`src/rtl/cam_config_sequencer.sv`:
```
// Camera register configuration sequencer: walks a ROM table of {addr, data}
// pairs, issues each as a bus write, waits for ack plus a settle time, then repeats.
module cam_config_sequencer #(
  parameter int NUM_REGS      = 16,
  parameter int DIV           = 1000,
  parameter int SETTLE_TICKS  = 10,
  parameter int TIMEOUT_TICKS = 255
) (
  input  logic        ref_clk,
  input  logic        reset,
  input  logic        start,
  output logic        busy,
  output logic [7:0]  rom_addr,
  input  logic [15:0] rom_data,
  output logic        wr_req,
  output logic [7:0]  wr_addr,
  output logic [7:0]  wr_data,
  input  logic        wr_ack,
  input  logic        wr_nack,
  output logic        done,
  output logic        error,
  output logic [7:0]  err_index
);

  localparam int DIV_W = (DIV > 2) ? $clog2(DIV) : 1;

  typedef enum logic [2:0] {
    IDLE, FETCH, FETCH_WAIT, ISSUE, SETTLE, DONE, ERR
  } state_t;

  state_t           state;
  logic [DIV_W-1:0] div_cnt;
  logic [15:0]      tick_num;
  logic [7:0]       index;
  logic             tick;
  logic [8:0]       next_index;

  assign tick       = (div_cnt == DIV_W'(DIV - 1));
  // Nine bits so that NUM_REGS = 256 is reachable without the index wrapping.
  assign next_index = {1'b0, index} + 9'd1;

  // NOTE: every state and output register lives in this one clocked block and
  // uses non-blocking assignments; later assignments in the same edge override
  // earlier ones, which is how the state-entry counter clears take effect.
  always_ff @(posedge ref_clk) begin
    if (reset) begin
      state     <= IDLE;
      div_cnt   <= '0;
      tick_num  <= '0;
      index     <= '0;
      busy      <= 1'b0;
      rom_addr  <= '0;
      wr_req    <= 1'b0;
      wr_addr   <= '0;
      wr_data   <= '0;
      done      <= 1'b0;
      error     <= 1'b0;
      err_index <= '0;
    end else begin
      div_cnt <= tick ? '0 : div_cnt + DIV_W'(1);
      if (tick) tick_num <= tick_num + 16'd1;

      case (state)
        IDLE, DONE, ERR: begin
          if (start) begin
            state     <= FETCH;
            index     <= '0;
            rom_addr  <= '0;
            busy      <= 1'b1;
            done      <= 1'b0;
            error     <= 1'b0;
            err_index <= '0;
          end
        end

        FETCH: state <= FETCH_WAIT;

        FETCH_WAIT: begin
          if (rom_data == 16'hFFFF) begin
            state <= DONE;
            busy  <= 1'b0;
            done  <= 1'b1;
          end else begin
            state    <= ISSUE;
            wr_addr  <= rom_data[15:8];
            wr_data  <= rom_data[7:0];
            wr_req   <= 1'b1;
            div_cnt  <= '0;
            tick_num <= '0;
          end
        end

        // A response in the same cycle as the final timeout tick wins over the timeout.
        ISSUE: begin
          if (wr_nack || (!wr_ack && tick && tick_num == 16'(TIMEOUT_TICKS - 1))) begin
            state     <= ERR;
            wr_req    <= 1'b0;
            busy      <= 1'b0;
            error     <= 1'b1;
            err_index <= index;
          end else if (wr_ack) begin
            state    <= SETTLE;
            wr_req   <= 1'b0;
            div_cnt  <= '0;
            tick_num <= '0;
          end
        end

        SETTLE: begin
          if (tick && tick_num == 16'(SETTLE_TICKS - 1)) begin
            if (next_index == 9'(NUM_REGS)) begin
              state <= DONE;
              busy  <= 1'b0;
              done  <= 1'b1;
            end else begin
              state    <= FETCH;
              index    <= next_index[7:0];
              rom_addr <= next_index[7:0];
            end
          end
        end

        default: state <= IDLE;
      endcase
    end
  end

endmodule

```
`config.mk`:
```
export PLATFORM = sky130hd
export DESIGN_NAME = cam_config_sequencer
export DESIGN_NICKNAME = d
export VERILOG_FILES = /design/src/rtl/cam_config_sequencer.sv
export SDC_FILE = /design/constraint.sdc
export NUM_CORES = 1
export LEC_CHECK = 0
export CELL_PAD_IN_SITES_DETAIL_PLACEMENT = 0
export CELL_PAD_IN_SITES_GLOBAL_PLACEMENT = 1
export CORE_UTILIZATION = 48
export CTS_CLUSTER_DIAMETER = 200
export DETAILED_ROUTE_END_ITERATION = 8
export DONT_BUFFER_PORTS = 1
export PLACE_DENSITY_LB_ADDON = 0.1
export SYNTH_ARGS = -nofsm -noshare
export SYNTH_HDL_FRONTEND = slang
export SYNTH_SLANG_ARGS = --single-unit
```
`constraint.sdc`:
```
create_clock -name ref_clk -period 2.57 [get_ports ref_clk]
set_input_delay 0.514 -clock ref_clk [delete_from_list [all_inputs] [get_ports ref_clk]]
set_output_delay 0.514 -clock ref_clk [all_outputs]
set_load 0.1 [all_outputs]
```
==> results of run 1 <==
==> stage by stage <==
step	area (µm²)	worst slack [ns]	utilization, %	hold slack, ns
2_1_floorplan	3242	0.2691	-	0.4354
3_3_place_gp	3546	0.5099	55.21	0.4555
3_5_place_dp	3546	0.4629	55.21	0.4650
4_1_cts	3727	0.5230	58.04	0.2228
5_1_grt	3727	0.3421	58.04	0.2201
6_report	3727	0.5348	58.04	0.2340
==> worst max-delay path, cell delays in order, from the launching register on <==
cell,delay (ns)
dfxtp_1,0.40
inv_1,0.23
o41ai_2,0.14
o21a_1,0.13
o21ai_2,0.82
nor3_1,0.14
==> final timing paths <==
check,end,slack [ns],depth (start not counted)
setup reg to reg,div_cnt[4],0.53,5
setup / recovery,div_cnt[4],0.53,5
hold reg to reg,div_cnt[7],0.47,2
hold / removal,err_index[7],0.23,1
==> placed cells by master (no fill, tap or decap), types with 2 or more instances in the layout <==
cell type	instances
nand3_1	21
xor2_1	17
a21o_2	2
o21a_1	2
o21ai_2	2
o21ai_0	10
and3_1	6
o211ai_1	9
inv_1	7
buf_4	42
nor3_1	7
dfxtp_1	65
xnor2_1	5
and4_1	3
and2_1	3
nand4b_1	2
nor4_4	2
a31oi_1	2
and3_2	2
nand4_1	11
nor2_1	46
clkbuf_8	12
o41ai_2	2
mux2i_1	18
nand2_1	18
a22o_1	3
nor3b_1	2
nand2b_1	5
nor2b_1	3
ha_1	5
a21oi_1	13
==> power breakdown <==
group | internal [mW] | switching, mW
logic | 0.379 | 0.914
clock network | 0.423 | 0.372
registers | 1.11 | 0.0827
==> routing by layer <==
layer	part of all wire [%]	track usage [%]	vias to the layer above
met4	1.9	9.248	0
li1	-	-	1315
met5	0	0	-
met3	4.5	4.523	11
met2	45	31.07	47
met1	48	25.80	1234
==> state kept, by name, indices dropped and copies added, names as in the netlist <==
register   cells
error          1
wr_data        8
div_cnt       10
done           1
err_index      8
wr_addr        8
busy           1
state          3
wr_req         1
tick_num      16
index          8
==> area by class of cell <==
type / instances / area share, %
multi-input cells: 255 / 48.47
flip-flops and latches: 65 / 34.91
repair buffers: 42 / 8.459
clock buffers: 13 / 4.532
well taps: 77 / 2.585
inverters: 7 / 0.7049
clock inverters: 2 / 0.3357
==> cell families (layout without fill, tap and decap cells) <==
kind of cell    count (synthesis)  count (layout)  synth area share [%]
buf+inv                        26              64                 4.361
simple gates                  145             145                 25.70
fa+ha+maj                       5               5                 1.930
flops                          65              65                 40.14
compound gates                 65              65                 16.36
mux                            18              18                 5.558
xor+xnor                       22              22                 5.944
==> results.toml, run 1 <==
[logic_synthesis]
synth_edf_count = 0
synth.most_common_cell = "dfxtp_1"
ys_types = 70
ys_ff_latch = 65
synth_commonest_cells = "65 x dfxtp_1, 46 x nor2_1, 21 x nand3_1"
synth_area_leader_cell = "dfxtp_1"
syn_avg_cell_area_um2 = 9.370
postSynth.asyncResetShare_pct = 0
ys_seq_area_share_pct = 40.14
netlist_area_um2 = 3242
synthTopCellsByArea = "dfxtp_1 40%, mux2i_1 5.6%, nor2_1 5.3%"
syn_nets = 372
syn-instance-count = 346
synth_top_flop_cell = "dfxtp_1"
yosys_warnings = 0
synth_top_area_share_pct = 40.14

[grt]
gr-usage-all-layers_pct = 19.75
overflow = 0
grt_first_pass_wirelength_um = 11120
grt_max_degree = 31
grt_pass1_vias = 2344
grt_antenna_before_repair = 0

[timing]
slew_headroom_pct = 27.94
fin_crit_sh_pct = 79.19
hold_violations = 0
fin_worst_skew_ns = 0.007081
worst_pin_slew_ns = 1.081
slew_violations = 0
fin_crit_ns = 2.035
finalSetupViolCount = 0
setup_tns_ns = 0
rsz0062_at_grt = "false"
clock.fmax_ghz = 0.4913

[layout]
area_growth_pct = 14.97
drive_above_1_share_pct = 22.66
antennaDiodeCount = 0
finalNetCount = 406
num-fill-cells = 582
seq_area_um2 = 1301
layout.cells.non_filler = 461
multi_input_area_um2 = 1807

[placement]
place_inst = 446
place.gp.congestion = 0.7809
dp_hpwl_um = 4842
portBuffers = 0

[routing]
drt_pre_antenna_iters = 6
postRouteWirelength_um = 6718
ant_nets = 0
routed_via_density = 5.655
wl_per_cell_um = 14.57
drc = 6
drtIter0Drc = 130
num_vias = 2607

[cts]
cts_tree = "built"
path_clk_slew_ns = 0.07
ctsResizeCount = 0
cts_hold_buf = 0
numCtsBuffers = 9
cts_root_buffer = "clkbuf_8"
cts_max_level = 3
cts_max_path_buffers = 2
cts.sink_count = 65
postCtsSetupBuffers = 0
clkLatencyLatePin_ns = 0.34

[setup_path]
worstSetupPathType = "flip-flop to flip-flop"
critPathArrivalTime_ns = 2.22
end_kind = "flip-flop"
cp_max_fo = 26
critical_path.startpoint_type = "flip-flop"
required_ns = 2.75
rr_startpoint = "state[0]"
startpoint = "state[0]"

[hold_path]
worstHoldPathType = "primary input to flip-flop"
hold_start = "reset"

[power]
vdd_drop_max_mv = 0.3419
power_density_nw_per_um2 = 880.8
p_leak_nw = 1.562
p_total_mw = 3.283

[floorplan]
design.core.area_um2 = 6422
rows = 29
ios = 57
die_height_um = 84.18
fp.dieW_um = 84.18
initial_core_util_pct = 50.48
die-area_um2 = 7086

[run]
cap_violations = 0

[status]
outcome = "finished, violations left"
violations = "DRC"
No activity file was read; power rests on OpenSTA's default activity.
==> run 2: changes to the inputs <==
Settings changed: CORE_UTILIZATION 48 to 43.
Clock period 2.57 ns to 1.7 ns, I/O delays scaled along.
==> run 2 against run 1 <==
Compared with the run above: the run ends with setup timing left; total power increased by 59%; register-to-register slack worse by 0.61 ns; fmax increased by 14%; final cell count grew 14%; clock skew is 0.0042 ns higher; combinational power grew 72%; cell area rose by 16%; sequential power rose by 50%; first-iteration DRC count down 25%; critical path type unchanged; largest cell class unchanged.
==> results.toml, run 2 (synthesis gave the netlist of run 1 again) <==
[floorplan]
design.core.area_um2 = 7253
fp.dieW_um = 88.83
ios = 57
initial_core_util_pct = 44.70
die_height_um = 88.83
die-area_um2 = 7891
rows = 31

[setup_path]
cp_max_fo = 6
reg2reg_depth = 7
end_kind = "flip-flop"
critPathArrivalTime_ns = 2.00
required_ns = 1.92
regToRegSetupSlack_ns = -0.08
critical_path.startpoint_type = "flip-flop"
worstSetupPathType = "flip-flop to flip-flop"
r2r_end = "state[2]"
rr_startpoint = "tick_num[0]"

[routing]
wl_per_cell_um = 14.69
drt_pre_antenna_iters = 4
drtIter0Drc = 97
postRouteWirelength_um = 7740
routed_via_density = 5.311
num_vias = 2799
drc = 0
ant_nets = 0

[timing]
worst_pin_slew_ns = 0.4011
fin_crit_ns = 1.779
slew_violations = 0
rsz0062_at_grt = "true"
hold_violations = 0
fin_worst_skew_ns = 0.01127
slew_headroom_pct = 73.16
fin_crit_sh_pct = 104.6
setup_ws_ns = -0.07884
clock.fmax_ghz = 0.5622
finalSetupViolCount = 13

[power]
netSwitchingFraction_pct = 40.97
p_leak_nw = 1.794
p_comb_share_pct = 42.6
power_density_nw_per_um2 = 1205
vdd_drop_max_mv = 0.4910
p_switching_mw = 2.137
p_total_mw = 5.217
p_int_mw = 3.080
pwr-share-clk_pct = 23.3
seqPwrFrac_pct = 34.1

[layout]
area_growth_pct = 33.50
antennaDiodeCount = 0
final_cell_mix = "80 x buf_4, 52 x dfxtp_1, 46 x nor2_1, 18 x nand2_1, 18 x mux2i_1"
layout.cells.non_filler = 527
finalNetCount = 450
regMostFlops = "tick_num"
drive_above_1_share_pct = 39.02
top_regs = "tick_num x16, div_cnt x10"
layout_commonest_cell = "buf_4"
largest_reg_flops = 16

[hold_path]
holdPathStages = 1
whs_endpoint = "index[2]"
hold_start = "reset"
worstHoldPathType = "primary input to flip-flop"

[cts]
path_clk_slew_ns = 0.07
clkLatencyLatePin_ns = 0.34
cts.sink_count = 65
numCtsBuffers = 9
cts_max_level = 3
cts_hold_buf = 0
cts_max_path_buffers = 2
cts_tree = "built"
cts_root_buffer = "clkbuf_8"

[status]
violations = "setup timing"
outcome = "finished, violations left"

[placement]
portBuffers = 0
pre_cts_ws_ns = -0.1443
place.gp.congestion = 0.7856
dp_hpwl_um = 5351
place_inst = 504

[grt]
grt.met1_usage_pct = 25.27
global_route.usage.met3_pct = 4.198
grt_busiest_layer = "met2"
grt_pass1_vias = 2513
grt_first_pass_wirelength_um = 12000
grt.met2_usage_pct = 33.50
overflow = 0
gr-usage-all-layers_pct = 20.23
grt_antenna_before_repair = 0
grt_max_degree = 31

[run]
cap_violations = 0
==> run 2: what timing repair did <==
item,in CTS,in global routing
pin swaps,9,9
endpoints found under the setup margin,20,28
gates resized for setup,15,26
gates cloned,1,1
setup buffers,4,2
==> run 2: area by class of cell <==
| type | instances | area, µm² |
|---|---|---|
| Tap cell | 99 | 123.9 |
| Clock inverter | 4 | 45.04 |
| Sequential cell | 65 | 1340 |
| Timing Repair Buffer | 86 | 676.9 |
| Inverter | 7 | 26.28 |
| Multi-Input combinational cell | 255 | 1984 |
| Fill cell | 643 | 2925 |
| Clock buffer | 11 | 131.4 |
==> run 2: how the worst max path moves through the flow <==
| stage | start | endpoint | slack, ns |
|---|---|---|---|
| after floorplan | tick_num[0] | state[2] | -0.07 |
| after global placement | tick_num[0] | state[2] | -0.1 |
| after detailed placement | tick_num[0] | state[2] | -0.14 |
| after CTS | tick_num[0] | err_index[6] | -0.06 |
| final | tick_num[0] | state[2] | -0.08 |
| after global routing | state[2] | index[4] | -0.16 |
==> run 2: per-stage QoR <==
| stage | util, % | setup TNS [ns] | cell area (µm²) | hold slack, ns |
|---|---|---|---|---|
| after global placement | 54.06 | -1.170 | 3921 | 0.4061 |
| after floorplan | - | -0.07479 | 3316 | 0.4171 |
| after detailed placement | 54.06 | -1.616 | 3921 | 0.4056 |
| final | 59.67 | -0.4162 | 4328 | 0.05733 |
| after CTS | 57.79 | -0.5450 | 4192 | 0.03806 |
| after global routing | 59.67 | -1.668 | 4328 | 0.03507 |
==> run 2: worst max-delay path: stages (launching register included) <==
cell and delay (ns):
dfxtp_4 0.38, inv_2 0.04, ha_2 0.16, and4b_2 0.21, and3_4 0.19, a21o_4 0.24
o21a_4 0.22, o221a_1 0.24
==> run 2: layer usage <==
layer	up-vias	part of all wire [%]	wire length [µm]
met5	-	0	0
met4	0	1.7	129
met3	9	4.3	330
met2	56	47	3676
met1	1329	47	3604
li1	1405	-	-
==> run 2: power by group through the flow <==
stage / clock network, mW / registers [mW] / logic [mW]
detailed placement: 0 / 1.80 / 2.13
finish: 1.22 / 1.78 / 2.22
floorplan: 0 / 2.53 / 0.920
CTS: 1.26 / 1.77 / 2.17
global placement: 0 / 1.79 / 2.13
global route: 1.33 / 1.80 / 2.35
==> run 3: changes to the inputs <==
Settings changed: CORE_UTILIZATION 43 to 48.
Clock period 1.7 ns to 1.77 ns, I/O delays scaled along.
==> run 3 against run 2 <==
Compared with the run above: the run ends with DRC left; flip-flop and latch count unchanged; sequential power decreased by 3%; die area decreased by 10%; clock power decreased by 7%; fmax increased by 2.7%; global-route usage increased by 1.5 points; final cell count decreased by 5.3%; total power decreased by 5.0%; wire length decreased by 8.2%; core utilization increased by 5.2 points; combinational power decreased by 5%; first-iteration DRC count increased by 6.2%; highest routed layer unchanged.
==> results.toml, run 3 (synthesis gave the netlist of run 1 again) <==
[timing]
fin_hold_ws_ns = 0.07537
slew_violations = 0
fin_crit_sh_pct = 97.85
hold_violations = 0
clock.fmax_ghz = 0.5774
worst_pin_slew_ns = 0.4229
fin_worst_skew_ns = 0.006723
fin_crit_ns = 1.732
slew_headroom_pct = 71.50
rsz0062_at_grt = "true"
finalSetupViolCount = 0

[setup_path]
worstSetupPathType = "flip-flop to flip-flop"
critical_path.startpoint_type = "flip-flop"
reg2reg_depth = 7
end_kind = "flip-flop"
cp_max_fo = 4
cp-endpoint = "state[2]"
r2r_end = "state[2]"
critPathArrivalTime_ns = 1.96
required_ns = 2.00
regToRegSetupSlack_ns = 0.04
startpoint = "tick_num[0]"
rr_startpoint = "tick_num[0]"

[cts]
cts_max_level = 3
cts.sink_count = 65
numCtsBuffers = 9
cts_tree = "built"
clkLatencyLatePin_ns = 0.34
cts_root_buffer = "clkbuf_8"
cts_max_path_buffers = 2
path_clk_slew_ns = 0.07

[power]
vdd_drop_max_mv = 0.5220
power_density_nw_per_um2 = 1189
p_leak_nw = 1.751
p_total_mw = 4.955

[grt]
grt_max_degree = 31
gr-usage-all-layers_pct = 21.72
grt_first_pass_wirelength_um = 12260
overflow = 0
grt_antenna_before_repair = 0
grt_pass1_vias = 2590

[layout]
finalNetCount = 443
area_growth_pct = 28.60
regMostFlops = "tick_num"
antennaDiodeCount = 0
drive_above_1_share_pct = 35.55
final_cell_mix = "71 x buf_4, 51 x dfxtp_1, 46 x nor2_1, 21 x nand3_1"
largest_reg_flops = 16
layout_commonest_cell = "buf_4"
num-fill-cells = 556
top_regs = "tick_num x16, div_cnt x10"

[placement]
place.gp.congestion = 0.8450
portBuffers = 0
dp_hpwl_um = 5121

[run]
cap_violations = 0

[status]
violations = "DRC"
outcome = "finished, violations left"

[routing]
drc = 12
drt_pre_antenna_iters = 6
drtIter0Drc = 103
routed_via_density = 5.585
postRouteWirelength_um = 7108
ant_nets = 0
num_vias = 2787
wl_per_cell_um = 14.24

[floorplan]
initial_core_util_pct = 50.48
fp.dieW_um = 84.18
die_height_um = 84.18
design.core.area_um2 = 6422
ios = 57
rows = 29
die-area_um2 = 7086

[hold_path]
worstHoldPathType = "primary input to flip-flop"
==> run 3: changes by cell type in the layout (fill, tap and decap cells not counted), moves of 2 or more <==
cell	previous run	this run
a21oi_1	7	12
clkbuf_8	9	11
o21ai_1	1	3
buf_4	80	71
o21ai_2	2	5
o21ai_0	8	4
nand3_1	15	21
nand3_2	6	0
a21oi_2	6	2
==> run 3: how the worst min path moves through the flow <==
stage          startpoint           end  slack [ns]  depth (start not counted)
6_report            reset  err_index[5]        0.08                          1
3_5_place_dp        reset      index[2]        0.42                          1
4_1_cts             reset      index[2]        0.06                          1
2_1_floorplan  div_cnt[7]    div_cnt[7]        0.44                          2
3_3_place_gp        reset      index[2]        0.42                          1
5_1_grt             reset    wr_data[4]        0.06                          1
==> run 3: final cells by class <==
cell class	instances	area [µm²]	share of cell area (%)
clock buffer	13	158.9	3.812
clock inverter	3	15.01	0.3601
inverter	7	26.28	0.6303
multi-input combinational	255	1891	45.35
sequential	65	1341	32.17
tap	77	96.34	2.311
timing repair buffer	79	640.6	15.37
==> run 3: repair_timing <==
item,CTS,global route
resized for setup,7,28
buffers inserted,2,1
endpoints found under the setup margin,8,25
hold endpoints to repair,0,0
pin swaps,3,12
hold buffers,0,0
==> run 3: critical path, stage by stage (launching register included) <==
cell and delay [ns]:
dfxtp_4 0.38, inv_2 0.04, ha_2 0.15, and4b_2 0.21, and3_4 0.18, a21o_4 0.23, o21a_4 0.21, o221a_1 0.23
==> run 3: through the flow <==
step / utilization [%] / setup WS [ns] / setup TNS (ns) / area (µm²) / cells
after floorplan: - / -0.004792 / -0.004792 / 3276 / 346
after global placement: 60.10 / -0.02070 / -0.07861 / 3860 / 480
after CTS: 63.59 / -0.003360 / -0.003360 / 4084 / 498
after detailed placement: 60.10 / -0.08003 / -0.4716 / 3860 / 480
after global routing: 64.91 / -0.06960 / -0.1799 / 4169 / 499
final: 64.91 / 0.03810 / 0 / 4169 / 499
==> run 3: power breakdown <==
| group | internal, mW | switching [mW] |
|---|---|---|
| sequential | 1.61 | 0.112 |
| combinational | 0.715 | 1.39 |
| clock | 0.579 | 0.551 |
| total | 2.90 | 2.05 |
==> run 3: per-layer routing <==
| layer | global-route usage (%) | up-vias | share of wire [%] |
|---|---|---|---|
| met5 | 0 | - | 0 |
| met4 | 10.19 | 0 | 1.3 |
| met3 | 5.310 | 9 | 5.6 |
| met2 | 34.50 | 57 | 47 |
| met1 | 27.90 | 1324 | 46 |
| li1 | - | 1397 | - |
